[src/rtl/uart_plnk_defs_pkg.sv]
`default_nettype none
// ============================================================================
// Module      : uart_plnk_defs_pkg
// Description : Shared UART definitions for the plnk transmitter and
//               receiver: FSM state encoding, default bit period and the
//               counter widths both ends agree on.
// Revision    : 1.0 - initial release
// ============================================================================
package uart_plnk_defs_pkg;

  // Default bit period in system clocks (e.g. 50 MHz / 115200 baud).
  localparam int c_CLKS_PER_BIT_DEFAULT = 434;

  // Clock counter and bit index widths.
  localparam int c_CNT_W = 12;
  localparam int c_IDX_W = 3;

  // Receiver FSM states, 3-bit encoding. Codes 6 and 7 are unused.
  typedef enum logic [2:0] {
    s_IDLE         = 3'd0,
    s_RX_START_BIT = 3'd1,
    s_RX_DATA_BITS = 3'd2,
    s_RX_STOP_BIT  = 3'd3,
    s_CLEANUP      = 3'd4,
    s_WAIT_HIGH    = 3'd5
  } rx_state_t;

  // Middle of the start bit: the count at which the start bit is re-checked.
  function automatic logic [c_CNT_W-1:0] half_bit_count(input int clks_per_bit);
    return c_CNT_W'((clks_per_bit - 1) / 2);
  endfunction

endpackage : uart_plnk_defs_pkg
`default_nettype wire

[src/rtl/sync_2ff_plnk.sv]
`default_nettype none
// ============================================================================
// Module      : sync_2ff_plnk
// Description : Two-flop synchronizer for a single asynchronous input.
//   i_Clock : destination clock
//   i_Rst_L : asynchronous active-low reset, flops load RESET_VAL
//   i_D     : asynchronous input
//   o_Q     : synchronized output
// Revision    : 1.0 - initial release
// ============================================================================
module sync_2ff_plnk #(
  parameter logic RESET_VAL = 1'b1
) (
  input  logic i_Clock,
  input  logic i_Rst_L,
  input  logic i_D,
  output logic o_Q
);

  logic meta_q;
  logic sync_q;

  always_ff @(posedge i_Clock or negedge i_Rst_L) begin
    if (!i_Rst_L) begin
      meta_q <= RESET_VAL;
      sync_q <= RESET_VAL;
    end else begin
      meta_q <= i_D;
      sync_q <= meta_q;
    end
  end

  assign o_Q = sync_q;

endmodule : sync_2ff_plnk
`default_nettype wire

[src/rtl/uart_rx_plnk.sv]
`default_nettype none
// ============================================================================
// Module      : uart_rx_plnk
// Description : 8N1 UART receiver, LSB first, no FIFO.
//   i_Clock        : system clock
//   i_Rst_L        : asynchronous active-low reset
//   i_Rx_Serial    : asynchronous serial line, idles high
//   o_Rx_DV        : one-cycle pulse, o_Rx_Byte updated this cycle
//   o_Rx_Byte      : last good byte, held until the next good byte
//   o_Rx_Frame_Err : one-cycle pulse, stop bit sampled low
//   o_Rx_Active    : high whenever a frame is in progress (FSM not idle)
// Revision    : 1.0 - initial release
// ============================================================================
module uart_rx_plnk
  import uart_plnk_defs_pkg::*;
#(
  parameter int CLKS_PER_BIT = c_CLKS_PER_BIT_DEFAULT
) (
  input  logic       i_Clock,
  input  logic       i_Rst_L,
  input  logic       i_Rx_Serial,
  output logic       o_Rx_DV,
  output logic [7:0] o_Rx_Byte,
  output logic       o_Rx_Frame_Err,
  output logic       o_Rx_Active
);

  localparam logic [c_CNT_W-1:0] c_HALF = half_bit_count(CLKS_PER_BIT);
  localparam logic [c_CNT_W-1:0] c_FULL = c_CNT_W'(CLKS_PER_BIT - 1);

  logic                rx_sync;
  rx_state_t           state_q;
  logic [c_CNT_W-1:0]  cnt_q;
  logic [c_IDX_W-1:0]  idx_q;
  logic [7:0]          shift_q;
  logic [7:0]          byte_q;
  logic                dv_q;
  logic                ferr_q;

  // Synchronizer resets to the idle level so reset release never looks
  // like a start edge.
  sync_2ff_plnk #(
    .RESET_VAL (1'b1)
  ) u_sync (
    .i_Clock (i_Clock),
    .i_Rst_L (i_Rst_L),
    .i_D     (i_Rx_Serial),
    .o_Q     (rx_sync)
  );

  always_ff @(posedge i_Clock or negedge i_Rst_L) begin
    if (!i_Rst_L) begin
      state_q <= s_IDLE;
      cnt_q   <= '0;
      idx_q   <= '0;
      shift_q <= '0;
      byte_q  <= '0;
      dv_q    <= 1'b0;
      ferr_q  <= 1'b0;
    end else begin
      dv_q   <= 1'b0;
      ferr_q <= 1'b0;
      case (state_q)
        s_IDLE: begin
          cnt_q <= '0;
          idx_q <= '0;
          if (!rx_sync) state_q <= s_RX_START_BIT;
        end

        // Re-check the line mid start bit; a line already high is a glitch.
        s_RX_START_BIT: begin
          if (cnt_q == c_HALF) begin
            cnt_q   <= '0;
            state_q <= rx_sync ? s_IDLE : s_RX_DATA_BITS;
          end else begin
            cnt_q <= cnt_q + 1'b1;
          end
        end

        // Counting from mid start bit, each full period lands mid data bit.
        s_RX_DATA_BITS: begin
          if (cnt_q == c_FULL) begin
            cnt_q          <= '0;
            shift_q[idx_q] <= rx_sync;
            if (idx_q == 3'd7) begin
              idx_q   <= '0;
              state_q <= s_RX_STOP_BIT;
            end else begin
              idx_q <= idx_q + 1'b1;
            end
          end else begin
            cnt_q <= cnt_q + 1'b1;
          end
        end

        s_RX_STOP_BIT: begin
          if (cnt_q == c_FULL) begin
            cnt_q <= '0;
            if (rx_sync) begin
              byte_q  <= shift_q;
              dv_q    <= 1'b1;
              state_q <= s_CLEANUP;
            end else begin
              ferr_q  <= 1'b1;
              state_q <= s_WAIT_HIGH;
            end
          end else begin
            cnt_q <= cnt_q + 1'b1;
          end
        end

        s_CLEANUP: begin
          cnt_q   <= '0;
          state_q <= s_IDLE;
        end

        // A held-low line (break) must not be taken as a new start bit.
        s_WAIT_HIGH: begin
          cnt_q <= '0;
          if (rx_sync) state_q <= s_IDLE;
        end

        default: begin
          cnt_q   <= '0;
          idx_q   <= '0;
          state_q <= s_IDLE;
        end
      endcase
    end
  end

  assign o_Rx_DV        = dv_q;
  assign o_Rx_Byte      = byte_q;
  assign o_Rx_Frame_Err = ferr_q;
  assign o_Rx_Active    = (state_q != s_IDLE);

endmodule : uart_rx_plnk
`default_nettype wire

[config.mk]
export PLATFORM = sky130hd
export DESIGN_NAME = uart_rx_plnk
export DESIGN_NICKNAME = d
export VERILOG_FILES = /design/src/rtl/uart_plnk_defs_pkg.sv /design/src/rtl/sync_2ff_plnk.sv /design/src/rtl/uart_rx_plnk.sv
export SDC_FILE = /design/constraint.sdc
export NUM_CORES = 1
export LEC_CHECK = 0
export ABC_AREA = 1
export BUFFER_PORTS_ARGS = -buffer_cell sky130_fd_sc_hd__buf_2
export CAP_MARGIN = 20
export CORE_MARGIN = 2
export CORE_UTILIZATION = 59
export CTS_CLUSTER_SIZE = 28
export DETAILED_ROUTE_END_ITERATION = 6
export GPL_ROUTABILITY_DRIVEN = 1
export HOLD_SLACK_MARGIN = 0.06
export PLACE_DENSITY_LB_ADDON = 0.2
export SLEW_MARGIN = 20
export SYNTH_ARGS = -nofsm -noshare
export SYNTH_HDL_FRONTEND = slang
export SYNTH_SLANG_ARGS = --single-unit
[constraint.sdc]
create_clock -name i_Clock -period 1.98 [get_ports i_Clock]
set_clock_uncertainty 0.05 [all_clocks]
set_input_delay 0.099 -clock i_Clock [delete_from_list [all_inputs] [get_ports i_Clock]]
set_output_delay 0.099 -clock i_Clock [all_outputs]
set_load 0.005 [all_outputs]
* Yosys cells after proc, flatten, opt, wreduce, memory -nomap -nowiden *
Cells that the tools add are included.

word-level totals
  register bits = 38
  input bits = 3
  output and inout port bits = 11
  word-level logic and storage cells = 61

cells by class
  add/subtract/negate cells = 2
  $lt $le $gt $ge = 2
  equality and inequality tests = 14
  multiplexer cells = 24
  bitwise operators = 1
  reduce and logical (&&, ||, !) cells = 9

operators by type and width
  operator                                                           count
  2-to-1 mux 12 bit                                                  2
  2-to-1 mux 3 bit                                                   8
  case mux 12 bit (2 select lines)                                   1
  case mux 3 bit (5 select lines)                                    1
  adder 12 x 1 -> 12 bit, second input constant                      1
  equality test 12 x 8 -> 1 bit, second input constant               1
  equality test 12 x 9 -> 1 bit, second input constant               1
  inequality test 2 bit, second input constant                       5
  equality test 3 bit, second input constant                         3
  bitwise mux 8 bit                                                  1
  2-to-1 mux 1 bit                                                   8
  equality test 3 x 2 -> 1 bit, second input constant                2
  case mux 3 bit (2 select lines)                                    1
  AND reduction 6 bit                                                1
  < comparator 3 x 4 -> 1 bit, second input constant                 1
  AND reduction 2 bit                                                2
  OR reduction 4 bit                                                 1
  adder 3 x 1 -> 3 bit, second input constant                        1
  demux 1 bit (select 3 bit)                                         1
  equality test 3 x 1 -> 1 bit, second input constant                1
  greater-or-equal comparator 3 x 1 -> 1 bit, second input constant  1
  zero test 3 bit                                                    1
  AND reduction 3 bit                                                1
  nonzero test 3 bit                                                 1
  5 further kinds                                                    5

* Longest topological paths before layout *
  depth in word-level cells = 5
  gate-level depth with buffers = 10
  mapped depth without buffers = 9

* By module *
From an unflattened synthesis, not the netlist that was laid out.

unflattened totals
  cell total of the unflattened synthesis = 259
  area, all modules = 1,989.4 um^2

by module, submodules not included
  module         times used  cells each  area an instance (um^2)  sequential area each (um^2)
  uart_rx_plnk   1           257         1,936.9                  900.9
  sync_2ff_plnk  1           2           52.6                     52.6

* Worst setup path before layout *
OpenSTA, ideal clock, no wires.

  kind = reg-to-reg
  start = register cnt_q[1]
  end = register shift_q[6]
  setup time = 0.116 ns
  arrival time = 1.292 ns
  required time = 1.814 ns
  setup slack = 0.522 ns
  stages on the path, launching flop included = 11
  buffers on the path = 1
  clock period less this slack = 1.458 ns
  path through = dfrtp_1 inv_1 ha_1 nand2_1 nor2_2 nand2_2 nor2_4 buf_6 nand2_1 nand2_1 nand2_1

on the way
  longest elaborated chain between the ends = 2

ends and longest elaborated chain
  item                                  RTL line             source
  start: declaration                    uart_rx_plnk.sv:33   logic [c_CNT_W-1:0] cnt_q;
  start signal: assignment              uart_rx_plnk.sv:76   cnt_q <= cnt_q + 1'b1;
  start signal: assignment              uart_rx_plnk.sv:92   cnt_q <= cnt_q + 1'b1;
  start signal: assignment              uart_rx_plnk.sv:108  cnt_q <= cnt_q + 1'b1;
  equality test 12 x 9 -> 1 bit         uart_rx_plnk.sv:82   if (cnt_q == c_FULL) begin
  AND reduction 2 bit (no source line)  -
  end signal: indexed assignment        uart_rx_plnk.sv:84   shift_q[idx_q] <= rx_sync;
  end: declaration                      uart_rx_plnk.sv:35   logic [7:0] shift_q;

No other way between the ends.
A chain may end at the register's enable or synchronous reset.

* Final worst setup path *
  start = register cnt_q[1]
  end = register cnt_q[10]

on the way
  longest elaborated chain between the ends = 3
  elaborated cells between the ends (all ways) = 6

ends and longest elaborated chain
  item                                                  RTL line                                                     source
  adder 12 x 1 -> 12 bit, or another cell as far along  uart_rx_plnk.sv:76, uart_rx_plnk.sv:92, uart_rx_plnk.sv:108
  2-to-1 mux 12 bit, on equally long branches           uart_rx_plnk.sv:82, uart_rx_plnk.sv:97, uart_rx_plnk.sv:72
  case mux 12 bit (2 select lines) *                    uart_rx_plnk.sv:63                                           case (state_q)

Every way passes the cells marked *; elsewhere a longest branch is shown, timed or not.

==> flow_metrics.env <==
export IMPL_grt_ovfl_total=0
export IMPL_synth_cells=258
export IMPL_tightest_slew_ns=0.804
export IMPL_grt_max_degree=39
export IMPL_place_area_um2=2080
export IMPL_synth_top_flop_cell="dfrtp_1"
export IMPL_leakagePower_nw=1.10
export IMPL_cts_sinks=38
export IMPL_max_cap_violations=0
export IMPL_yosysMostFrequentCell="nand2_1"
export IMPL_htree_levels=2
export IMPL_via_per_inst=4.93
export IMPL_ant_nets=0
export IMPL_fmax_ghz=0.604
export IMPL_seq_area_frac_synth_pct=47.7
export IMPL_drc=0
export IMPL_core_area_um2=3280
export IMPL_grt_first_pass_wirelength_mm=6.29
export IMPL_tns_ns=0
export IMPL_slowest_delay_ns=0.41
export IMPL_insertion_delay_ns=0.35
export IMPL_antenna_found_initial=0
export IMPL_critPathCaptureType="flip-flop"
export IMPL_ios=14
export IMPL_ctsResizeCount=0
export IMPL_slew_viol_final=0
export IMPL_fp_dieH_um=62.2
export IMPL_syn_nets=266
export IMPL_relSlewSlack_pct=46.4
export IMPL_fp_row_count=21
export IMPL_reg2reg_depth=9
export IMPL_dieArea_um2=3870
export IMPL_synth_area_leader_cell="dfrtp_1"
export IMPL_synthTopCellsByArea="dfrtp_1 45%, nand2_1 15%, nor2_1 7.1%, inv_1 6.2%, nand3_1 4.3%"
export IMPL_crit_type="flip-flop to flip-flop"
export IMPL_wl_mm=3.47
export IMPL_routedWlPerCell_um=10.7
export IMPL_critPathMaxFanout=12
export IMPL_cts_buffer_depth=2
export IMPL_placed_cells=313
export IMPL_path_clk_slew_ns=0.11
export IMPL_root_buffer="clkbuf_4"
export IMPL_r2r_slack_ns=0.32
export IMPL_syn_area_per_cell_um2=7.74
export IMPL_io_buffers=13
export IMPL_arrival_ns=1.84
export IMPL_cts_made_buffers=5
export IMPL_hold_class="primary input to asynchronous set/reset pin"
export IMPL_vias=1592
export IMPL_ys_seq_elements=38
export IMPL_synth_common_cells="82 x nand2_1, 38 x nor2_1, 36 x dfrtp_1"
export IMPL_path_cells="inv_1 > ha_1 > nand2_1 > nor2_1 > nand3_1 > nand2_2 > nand2_1 > inv_1 > nor2_1"
export IMPL_final_hold_viol_count=0
export IMPL_synthArstFlopShare_pct=100
export IMPL_status="finished, final reports clean"
export IMPL_r2r_start="cnt_q[1]"
export IMPL_place_congestion=0.853
export IMPL_diodes=0
export IMPL_start_kind="flip-flop"
export IMPL_dp_hpwl_mm=2.56
export IMPL_post_route_period_util_pct=83.7
export IMPL_p_per_area_nw_per_um2=609
export IMPL_syn_area_um2=2000
export IMPL_synth_cell_types=22
export IMPL_required_ns=2.16
export IMPL_peakVddDrop_uv=483
export IMPL_drt_initial_drc_count=86
export IMPL_grt_pass1_vias=1498
export IMPL_final_cells=323
export IMPL_synth_edf_count=0
export IMPL_period_minus_slack_ns=1.66
export IMPL_layout_nets=284
export IMPL_cts_tree="done"
export IMPL_drive_gt1_share_pct=14.4
export IMPL_yosys_area_top_type_share_pct=45.1
export IMPL_rsz0062_at_grt="false"
export IMPL_firstDrtPassIters=5
export IMPL_die_x_um=62.2
export IMPL_yosysWarnings=0
export IMPL_grt_total_usage_pct=20.6
export IMPL_stdcell_area_um2=2190
export IMPL_setup_violations=0
export IMPL_critPathSlowestCell="dfrtp_1"
export IMPL_fillCellCount=283
export IMPL_timing_rr_end="cnt_q[10]"
export IMPL_initial_core_util_pct=60.8
export IMPL_syn2layout_area_growth_pct=9.52
[timing repair]
| item | CTS | global route |
|---|---|---|
| hold endpoints to repair | 37 | 0 |
| hold buffers | 2 | 0 |
| buffers inserted | 0 | 0 |
| setup endpoints to repair | 0 | 0 |
[how the worst max path moves through the flow]
stage / start / end
6_report: cnt_q[1] / cnt_q[10]
5_1_grt: cnt_q[0] / cnt_q[11]
4_1_cts: cnt_q[1] / cnt_q[11]
3_5_place_dp: cnt_q[1] / cnt_q[8]
3_3_place_gp: cnt_q[1] / cnt_q[11]
2_1_floorplan: cnt_q[1] / shift_q[6]
[power by group]
| part | leakage, nW | total (mW) | switching, mW | internal [mW] |
|---|---|---|---|---|
| clock | 0.0374 | 0.527 | 0.262 | 0.265 |
| combinational | 0.558 | 0.0207 | 0.0159 | 0.00479 |
| sequential | 0.509 | 0.784 | 0.00422 | 0.780 |
[kinds of logic after synthesis]
family	after synthesis	synth area share [%]
buffers and inverters	38	8.33
AOI/OAI and AO/OA	18	6.01
adders and majority gates	5	3.13
DFF	38	47.7
xor gates and xnor gates	4	1.75
and+or+nand+nor	155	33.0
[cells in the final DEF, fill, tap and decap left out, types with 5 or more instances in the layout]
cell type	synthesis	final
o21ai_0	9	9
dfrtp_1	36	36
o21ai_2	8	8
clkbuf_4	0	5
ha_1	5	5
inv_1	33	33
nand2_1	82	82
buf_2	1	13
nor2_1	38	38
nand4_1	7	7
nand3_1	17	17
[sequential cells by signal, summed over array words and instances, names as in the netlist]
register        flops
cnt_q              12
o_Rx_Byte           8
shift_q             8
idx_q               3
state_q             3
o_Rx_DV             1
o_Rx_Frame_Err      1
u_sync.meta_q       1
u_sync.o_Q          1
[layer usage]
layer  global-route usage [%]  vias to the layer above  routed length, µm
li1                         -                      839                  -
met1                     26.2                      723               1660
met2                     33.0                       25               1620
met3                     6.52                        5                134
met4                     8.33                        0                 50
met5                        0                        -                  0
[area by class of cell]
class                           instances  area [µm²]  area share (%)
Tap cell                               46        57.6            2.63
Clock buffer                            5        37.5            1.72
Multi-Input combinational cell        182         877            40.1
Inverter                               33         124            5.66
Sequential cell                        38         953            43.6
Clock inverter                          3        45.0            2.06
Timing Repair Buffer                   16        92.6            4.23
[per-stage QoR]
stage,util (%),hold slack [ns],total power [mW],setup WS (ns)
final,66.6,0.311,1.33,0.323
after global routing,66.6,0.314,1.39,0.135
after CTS,66.6,0.317,1.35,0.320
after detailed placement,63.5,0.156,0.818,0.336
after global placement,63.5,0.155,0.818,0.386
after floorplan,-,-0.247,0.800,0.522
[critical path: cells and delay by family (launching register included)]
| kind | cells | cell delay [ns] |
|---|---|---|
| and+or+nand+nor | 6 | 0.53 |
| DFF | 1 | 0.41 |
| buffers and inverters | 2 | 0.36 |
| adders and majority gates | 1 | 0.18 |
Power figures use the tool's default switching activity.
